### config.mk
export PLATFORM = sky130hd
export DESIGN_NAME = uart_rx
export DESIGN_NICKNAME = d
export VERILOG_FILES = /design/src/rtl/uart_rx.sv
export SDC_FILE = /design/constraint.sdc
export NUM_CORES = 1
export LEC_CHECK = 0
export CORE_MARGIN = 8
export CORE_UTILIZATION = 55
export CTS_CLUSTER_SIZE = 20
export DETAILED_ROUTE_END_ITERATION = 6
export PLACE_DENSITY = 0.87
export SLEW_MARGIN = 20
export SYNTH_ARGS = -nofsm -noshare
export SYNTH_HDL_FRONTEND = slang
export SYNTH_SLANG_ARGS = --single-unit
### constraint.sdc
create_clock -name clk -period 1.93 [get_ports clk]
set_input_delay 0.193 -clock clk [delete_from_list [all_inputs] [get_ports clk]]
set_output_delay 0.193 -clock clk [all_outputs]
set_load 0.03 [all_outputs]
### src/rtl/uart_rx.sv
// UART receiver: 2-flop synchronized input, N-times oversampled bits with
// 2-of-3 majority voting, optional even/odd parity and a half-bit-early stop.
module uart_rx #(
  parameter int DATA_WIDTH = 8,
  parameter int PAR_EN     = 1,
  parameter int PAR_TYPE   = 0,
  parameter int N          = 4
) (
  input  logic                  clk,
  input  logic                  rst,
  input  logic                  RX_IN,
  output logic [DATA_WIDTH-1:0] P_DATA_OUT,
  output logic                  DATA_VALID,
  output logic                  parity_error,
  output logic                  stop_error,
  output logic                  busy_flag
);

  localparam int CW = $clog2(N);
  localparam int BW = (DATA_WIDTH > 1) ? $clog2(DATA_WIDTH) : 1;

  localparam logic [CW-1:0] CNT_LAST = CW'(N - 1);
  localparam logic [CW-1:0] SAMP_0   = CW'(N / 2 - 1);
  localparam logic [CW-1:0] SAMP_1   = CW'(N / 2);
  localparam logic [CW-1:0] SAMP_2   = CW'(N / 2 + 1);
  localparam logic [BW-1:0] BIT_LAST = BW'(DATA_WIDTH - 1);

  localparam logic [2:0] IDLE   = 3'd0;
  localparam logic [2:0] START  = 3'd1;
  localparam logic [2:0] DATA   = 3'd2;
  localparam logic [2:0] PARITY = 3'd3;
  localparam logic [2:0] STOP   = 3'd4;

  function automatic logic majority3(input logic a, input logic b, input logic c);
    return (a & b) | (a & c) | (b & c);
  endfunction

  function automatic logic calc_parity(input logic [DATA_WIDTH-1:0] d, input logic odd);
    return (^d) ^ odd;
  endfunction

  logic                  sync1_r;
  logic                  rx_s;
  logic [2:0]            state_r;
  logic [2:0]            state_nxt_s;
  logic [CW-1:0]         edge_cnt_r;
  logic [BW-1:0]         bit_idx_r;
  logic                  samp0_r;
  logic                  samp1_r;
  logic                  bit_r;
  logic                  par_err_r;
  logic [DATA_WIDTH-1:0] shift_r;
  logic [DATA_WIDTH-1:0] shift_nxt_s;
  logic                  maj_s;
  logic                  bit_val_s;
  logic                  cnt_end_s;

  // Two-flop synchronizer for the asynchronous serial line
  always_ff @(posedge clk or negedge rst) begin
    if (!rst) begin
      sync1_r <= 1'b1;
      rx_s    <= 1'b1;
    end else begin
      sync1_r <= RX_IN;
      rx_s    <= sync1_r;
    end
  end

  // Bit voting, shift-in value and next-state decode
  always_comb begin
    maj_s       = majority3(samp0_r, samp1_r, rx_s);
    // When the third sample and the bit end coincide (N=4) use the live vote
    bit_val_s   = (edge_cnt_r == SAMP_2) ? maj_s : bit_r;
    cnt_end_s   = (edge_cnt_r == CNT_LAST);
    shift_nxt_s = shift_r >> 1;
    shift_nxt_s[DATA_WIDTH-1] = bit_val_s;
    state_nxt_s = state_r;
    case (state_r)
      IDLE: begin
        if (rx_s == 1'b0) state_nxt_s = START;
        else              state_nxt_s = IDLE;
      end
      START: begin
        if (cnt_end_s) state_nxt_s = bit_val_s ? IDLE : DATA;
        else           state_nxt_s = START;
      end
      DATA: begin
        if (cnt_end_s && (bit_idx_r == BIT_LAST)) state_nxt_s = (PAR_EN != 0) ? PARITY : STOP;
        else                                      state_nxt_s = DATA;
      end
      PARITY: begin
        if (cnt_end_s) state_nxt_s = STOP;
        else           state_nxt_s = PARITY;
      end
      STOP: begin
        if (edge_cnt_r == SAMP_2) state_nxt_s = IDLE;
        else                      state_nxt_s = STOP;
      end
      default: state_nxt_s = IDLE;
    endcase
  end

  // FSM state, in-bit edge counter and mid-bit samples
  always_ff @(posedge clk or negedge rst) begin
    if (!rst) begin
      state_r    <= IDLE;
      busy_flag  <= 1'b0;
      edge_cnt_r <= '0;
      samp0_r    <= 1'b1;
      samp1_r    <= 1'b1;
      bit_r      <= 1'b1;
    end else begin
      state_r   <= state_nxt_s;
      busy_flag <= (state_nxt_s != IDLE);
      // The detecting edge counts as edge 0, so the next edge is edge 1
      if (state_r == IDLE)           edge_cnt_r <= rx_s ? CW'(0) : CW'(1);
      else if (state_nxt_s == IDLE)  edge_cnt_r <= CW'(0);
      else if (cnt_end_s)            edge_cnt_r <= CW'(0);
      else                           edge_cnt_r <= edge_cnt_r + CW'(1);
      if (state_r != IDLE && edge_cnt_r == SAMP_0) samp0_r <= rx_s;
      if (state_r != IDLE && edge_cnt_r == SAMP_1) samp1_r <= rx_s;
      if (state_r != IDLE && edge_cnt_r == SAMP_2) bit_r   <= maj_s;
    end
  end

  // Data shift register, bit index and parity check
  always_ff @(posedge clk or negedge rst) begin
    if (!rst) begin
      shift_r   <= '0;
      bit_idx_r <= '0;
      par_err_r <= 1'b0;
    end else begin
      case (state_r)
        START: begin
          bit_idx_r <= '0;
          par_err_r <= 1'b0;
        end
        DATA: begin
          if (cnt_end_s) begin
            shift_r   <= shift_nxt_s;
            bit_idx_r <= (bit_idx_r == BIT_LAST) ? BW'(0) : bit_idx_r + BW'(1);
          end
        end
        PARITY: begin
          if (cnt_end_s) par_err_r <= (bit_val_s != calc_parity(shift_r, PAR_TYPE != 0));
        end
        default: begin
          bit_idx_r <= bit_idx_r;
        end
      endcase
    end
  end

  // Registered result pulses, decided half a bit into the stop bit
  always_ff @(posedge clk or negedge rst) begin
    if (!rst) begin
      P_DATA_OUT   <= '0;
      DATA_VALID   <= 1'b0;
      parity_error <= 1'b0;
      stop_error   <= 1'b0;
    end else begin
      DATA_VALID   <= 1'b0;
      parity_error <= 1'b0;
      stop_error   <= 1'b0;
      if (state_r == STOP && edge_cnt_r == SAMP_2) begin
        stop_error   <= ~maj_s;
        parity_error <= par_err_r;
        DATA_VALID   <= maj_s & ~par_err_r;
        if (maj_s && !par_err_r) P_DATA_OUT <= shift_r;
      end
    end
  end

endmodule
# Yosys cells after proc, flatten, opt, wreduce, memory -nomap -nowiden
# Index checks and enable logic that the tools add are counted.
# op_classes
add_sub_neg	2
n_mul	0
n_div	0
n_lt_le_gt_ge	0
n_eq_ne	11
shift	0
mux	20
bitwise	8
reduce_logical	18
# ops
cell	count
$pmux 3 s5	1
$mux 3	4
$mux 2	5
$mux 1	8
$reduce_and 2->1	4
$reduce_xor 8->1	1
$eq 3x2->1 const B	2
$eq 3x3->1 const B	2
$logic_and 1x1->1	6
$logic_not 3->1	2
$pmux 3 s2	1
$reduce_bool 3->1	2
$and 1x1->1	4
$eq 2x2->1 const B	2
$ne 2x2->1 const B	2
$reduce_bool 2->1	2
$add 3x1->3 const B	1
$eq 3x1->1 const B	1
$add 2x1->2 const B	1
$eq 2x1->1 const B	1
$not 1->1	2
$or 1x1->1	2
$pmux 1 s2	1
$logic_not 1->1	1
$ne 1x1->1	1
# word_totals
ff_bits	34
latch_bits	0
ram_bits	0
romBits	0
in_bits	3
output_inout_bits	12
memories	0

# Depth between registers and ports, before layout
# depth
depth_word	10
depth_mapped	6
ltp_nobuf	6

# Worst setup path after synthesis
# No wires, ideal clock.
# synth_timing
path_kind	reg-to-reg
start	reg samp0_r
end	reg P_DATA_OUT[0]
arrival_time_ps	1498
path_slack_ps	307
path_stages_with_launch	6
path_buffers	1
period_less_slack_ps	1623
cell_sequence	dfstp_2 a21o_1 o21ai_2 or3_1 buf_6 mux2_4
# synth_via
elab_chain_len	5
word_cells_on_any_way	6
# synth_rtl
element	line	text
from (decl)	48	logic samp0_r;
from (signal assigned)	120	if (state_r != IDLE && edge_cnt_r == SAMP_0) samp0_r <= rx_s;
$and 1x1->1	35	return (a & b) | (a & c) | (b & c);
$or 1x1->1 * (2 in a row)	35	
$logic_and 1x1->1 *	169	if (maj_s && !par_err_r) P_DATA_OUT <= shift_r;
$reduce_and 2->1 (no line) *	n/a	
to (signal assigned)	169	
to (decl)	12	output logic [DATA_WIDTH-1:0] P_DATA_OUT,
# Mark *: on every way between the ends. The rest lies on a longest branch, timed or not.
# A chain may end at the register's enable or synchronous reset.

# Final worst setup path
# layout_timing
start	reg edge_cnt_r[0]
end	reg P_DATA_OUT[4]
# layout_via
elab_chain_len	3
# layout_rtl
element	line	text
from (decl)	46	logic [CW-1:0] edge_cnt_r;
from (signal assigned)	116	if (state_r == IDLE) edge_cnt_r <= rx_s ? CW'(0) : CW'(1);
from (signal assigned)	119	else edge_cnt_r <= edge_cnt_r + CW'(1);
$eq 2x2->1	165	if (state_r == STOP && edge_cnt_r == SAMP_2) begin
$logic_and 1x1->1	165	
$reduce_and 2->1 (no line)	n/a	
# No other way between the ends.

==> results.cfg <==
[layout]
number_of_filler_instances_in_the_final_layout = 199
layout-drive-gt1-share_pct = 26.8
layout-area-overhead-vs-synth_pct = 16.5
layoutNonFillerInstCount = 180
design.final.nets = 157
antenna_cells = 0

[cts]
clkSinkCount = 33
cts-htree-levels = 2
cts_buffer_depth = 2
post_cts_buffers = 0
holdBufCountCts = 0
cts_root_buffer = sky130_fd_sc_hd__clkbuf_4
tritoncts_clock_tree = done
worst_skew_pair.late_latency_ns = 0.33
cts_resized = 0
clkSlewWorstSetupHoldPaths_ns = 0.10
number_of_buffers_added_by_the_clock_tree_synthesis_step = 5

[synth]
synth_area_leader_cell = sky130_fd_sc_hd__dfrtp_1
syn_nets = 136
synth.avg_cell_area_um2 = 12.2
post_synth_main_area_contributors = sky130_fd_sc_hd__dfrtp_1, sky130_fd_sc_hd__mux2_4, sky130_fd_sc_hd__dfstp_2
synth-edff-count = 0
syn-cell-area_mm2 = 0.00156
seq_area_frac_synth_pct = 53.3
post-synth-top-area-fraction_pct = 46.5
yosys.cell_types.count = 34
synth_warnings = 0
proportion_of_synthesized_flip_flops_having_asynchronous_set_or_reset_pct = 100
yosys_most_used_dff = sky130_fd_sc_hd__dfrtp_1
synthCells = 128
postSynthRegisterBits = 33

[critical_path]
critical_path_depth = 4
crit_path_leading_delay_family = simple AND/OR/NAND/NOR gates
worst-endpoint-arrival_ns = 1.92
worst_path_largest_cell_delay_ns = 0.45
required_ns = 2.14
timing_worst_setup_path_type = reg -> reg
crit_fanout = 9
cp_slowest_cell = sky130_fd_sc_hd__or3_4
end_kind = flop
rr_worst_depth = 4
crit_buf_inv = 0
startpoint_kind_of_the_worst_setup_timing_path = flop
crit_chain = ha_2, nand3_1, or3_4, mux2_4

[timing]
worst_pin_slew_ns = 0.402
finClkSkew_ns = 0.00778
finalSetupViolCount = 0
final_period_minus_worst_setup_slack_ns = 1.71
achievable-frequency_ghz = 0.586
fin_crit_sh_pct = 88.4
max_transition_viols_final = 0
whs_ns = 0.257
rsz0062_at_grt = false
tightest_slew_margin_relative_to_the_limit_pct = 73.2
layout_setup_ws_ns = 0.224
hold_viol_final = 0
setup-tns-final_ns = 0

[global_routing]
grt_pass1_wl_um = 5050
grt-ovfl-total = 0
grt_use_total_pct = 12.9
grt_start_max_net_pins = 34
antenna_violations_before_repair = 0
grt_pass1_vias = 1108

[floorplanning]
die-height_um = 69.2
core_area_mm2 = 0.00273
die-area_mm2 = 0.00479
floorplan.die.width_um = 69.2
top_level_pins = 15
placement_row_count = 19
initial_core_util_pct = 57.0

[pwr]
power.density_mw_per_mm2 = 1150
logic_pwr_share_pct = 36.8
ir_worst_vdd_v = 0.000921
intPower_uw = 1370
totalPowerFinal_uw = 2090
clock_power_share_pct = 18.5
p_leak_uw = 0.000877
power.net_switching_uw = 722
power_switching_share_pct = 34.5
seqPwrFrac_pct = 44.6

[placement]
dp_hpwl_um = 2080
placedCellCount = 173
dpl_worst_slack_ns = 0.0308
buffer_ports.inserted = 14
place_congestion = 0.853

[drt]
detail_route.vias_per_cell = 5.68
detail_route.wl_per_cell_um = 15.8
initial_drt_markers = 44
number_of_routed_nets_with_antenna_violations = 0
drtPass1Iterations = 4
totalWireLength_um = 2850
detailroute.via_count = 1022
drt_drc = 0

[flow_run]
maxCapViolCount = 0

[min_path]
worstHoldPathType = in -> async

[status]
run_status = finished, final reports clean
## layout make-up
cell class | count | area, um2 | share of cell area, %
inverters | 6 | 22.5 | 1.24
well taps | 31 | 38.8 | 2.13
flip-flops and latches | 33 | 831 | 45.7
clock buffers | 7 | 55.1 | 3.03
multi-input cells | 84 | 692 | 38.1
repair buffers | 19 | 178 | 9.78
## power groups by stage
stage / clock network, uW / registers (uW) / logic (uW)
after CTS: 412 / 931 / 764
final: 388 / 932 / 770
after floorplan: 0 / 947 / 548
after global routing: 438 / 947 / 868
after global placement: 0 / 933 / 726
after detailed placement: 0 / 945 / 759
## cell families (layout without fill, tap and decap cells)
group	Yosys count	after routing	synth area share, %
flip-flops	33	33	53.3
AND/OR/NAND/NOR	30	30	9.71
AO/OA/AOI/OAI	24	24	10.2
multiplexers	17	17	14.2
buffers and inverters	11	32	3.13
XOR/XNOR	7	7	4.82
adder cells (fa/ha/maj)	6	6	4.65
## per-stage QoR
step / utilization (%) / instance area, um2
6_report: 66.5 / 1820
5_1_grt: 66.5 / 1820
4_1_cts: 66.0 / 1800
3_5_place_dp: 64.0 / 1750
3_3_place_gp: 64.0 / 1750
2_1_floorplan: - / 1560
## synthesized netlist by cell type, types with 2 or more instances
master and n:
sky130_fd_sc_hd__nand3_1 3, sky130_fd_sc_hd__mux2_2 9, sky130_fd_sc_hd__inv_1 6, sky130_fd_sc_hd__dfstp_2 4
sky130_fd_sc_hd__mux2_4 8, sky130_fd_sc_hd__a21o_1 3, sky130_fd_sc_hd__nor2_1 7, sky130_fd_sc_hd__ha_1 5
sky130_fd_sc_hd__nand2_1 10, sky130_fd_sc_hd__dfrtp_1 29, sky130_fd_sc_hd__a21oi_1 2, sky130_fd_sc_hd__nor2b_1 2
sky130_fd_sc_hd__clkbuf_1 4, sky130_fd_sc_hd__xnor2_1 6, sky130_fd_sc_hd__a22o_1 3, sky130_fd_sc_hd__o21ai_0 9
## flip-flops by register name, summed over array words and instances (netlist names)
| register | cells |
|---|---|
| parity_error | 1 |
| state_r | 3 |
| busy_flag | 1 |
| par_err_r | 1 |
| sync1_r | 1 |
| P_DATA_OUT | 8 |
| shift_r | 8 |
| edge_cnt_r | 2 |
| samp0_r | 1 |
| samp1_r | 1 |
| rx_s | 1 |
| DATA_VALID | 1 |
| bit_idx_r | 3 |
| stop_error | 1 |
## worst paths after layout
check	start	to	slack (ns)
min reg2reg	sync1_r	rx_s	0.36
max	edge_cnt_r[0]	P_DATA_OUT[4]	0.22
max reg2reg	edge_cnt_r[0]	P_DATA_OUT[4]	0.22
min	rst	P_DATA_OUT[5]	0.26
min in group clk	RX_IN	sync1_r	0.27
max in group asynchronous	rst	sync1_r	1.35
## layer usage
metal | part of all wire (%) | track usage (%)
met5 | 0 | 0
met4 | 2.1 | 6.83
met3 | 6.2 | 5.87
met2 | 51 | 20.8
met1 | 41 | 13.9
## layout by cell type, fill, tap and decap left out, types with 2 or more instances in the layout
| cell type | count |
|---|---|
| sky130_fd_sc_hd__a21o_1 | 3 |
| sky130_fd_sc_hd__nand3_1 | 3 |
| sky130_fd_sc_hd__clkbuf_4 | 5 |
| sky130_fd_sc_hd__ha_1 | 4 |
| sky130_fd_sc_hd__a22o_1 | 3 |
| sky130_fd_sc_hd__buf_4 | 5 |
| sky130_fd_sc_hd__nor2_1 | 7 |
| sky130_fd_sc_hd__dfstp_2 | 4 |
| sky130_fd_sc_hd__mux2_2 | 9 |
| sky130_fd_sc_hd__xnor2_1 | 6 |
| sky130_fd_sc_hd__mux2_4 | 8 |
| sky130_fd_sc_hd__o21ai_0 | 9 |
| sky130_fd_sc_hd__inv_1 | 6 |
| sky130_fd_sc_hd__nor2b_1 | 2 |
| sky130_fd_sc_hd__nand2_1 | 10 |
| sky130_fd_sc_hd__clkdlybuf4s50_1 | 14 |
| sky130_fd_sc_hd__dfrtp_1 | 29 |
| sky130_fd_sc_hd__a21oi_1 | 2 |
## worst reg2reg max path, delay by kind of cell (launching register included)
| family | cells | cell delay, ns |
|---|---|---|
| fa+ha+maj | 1 | 0.28 |
| flops | 1 | 0.40 |
| mux | 1 | 0.33 |
| simple gates | 2 | 0.59 |
No activity file was read; power rests on OpenSTA's default activity.
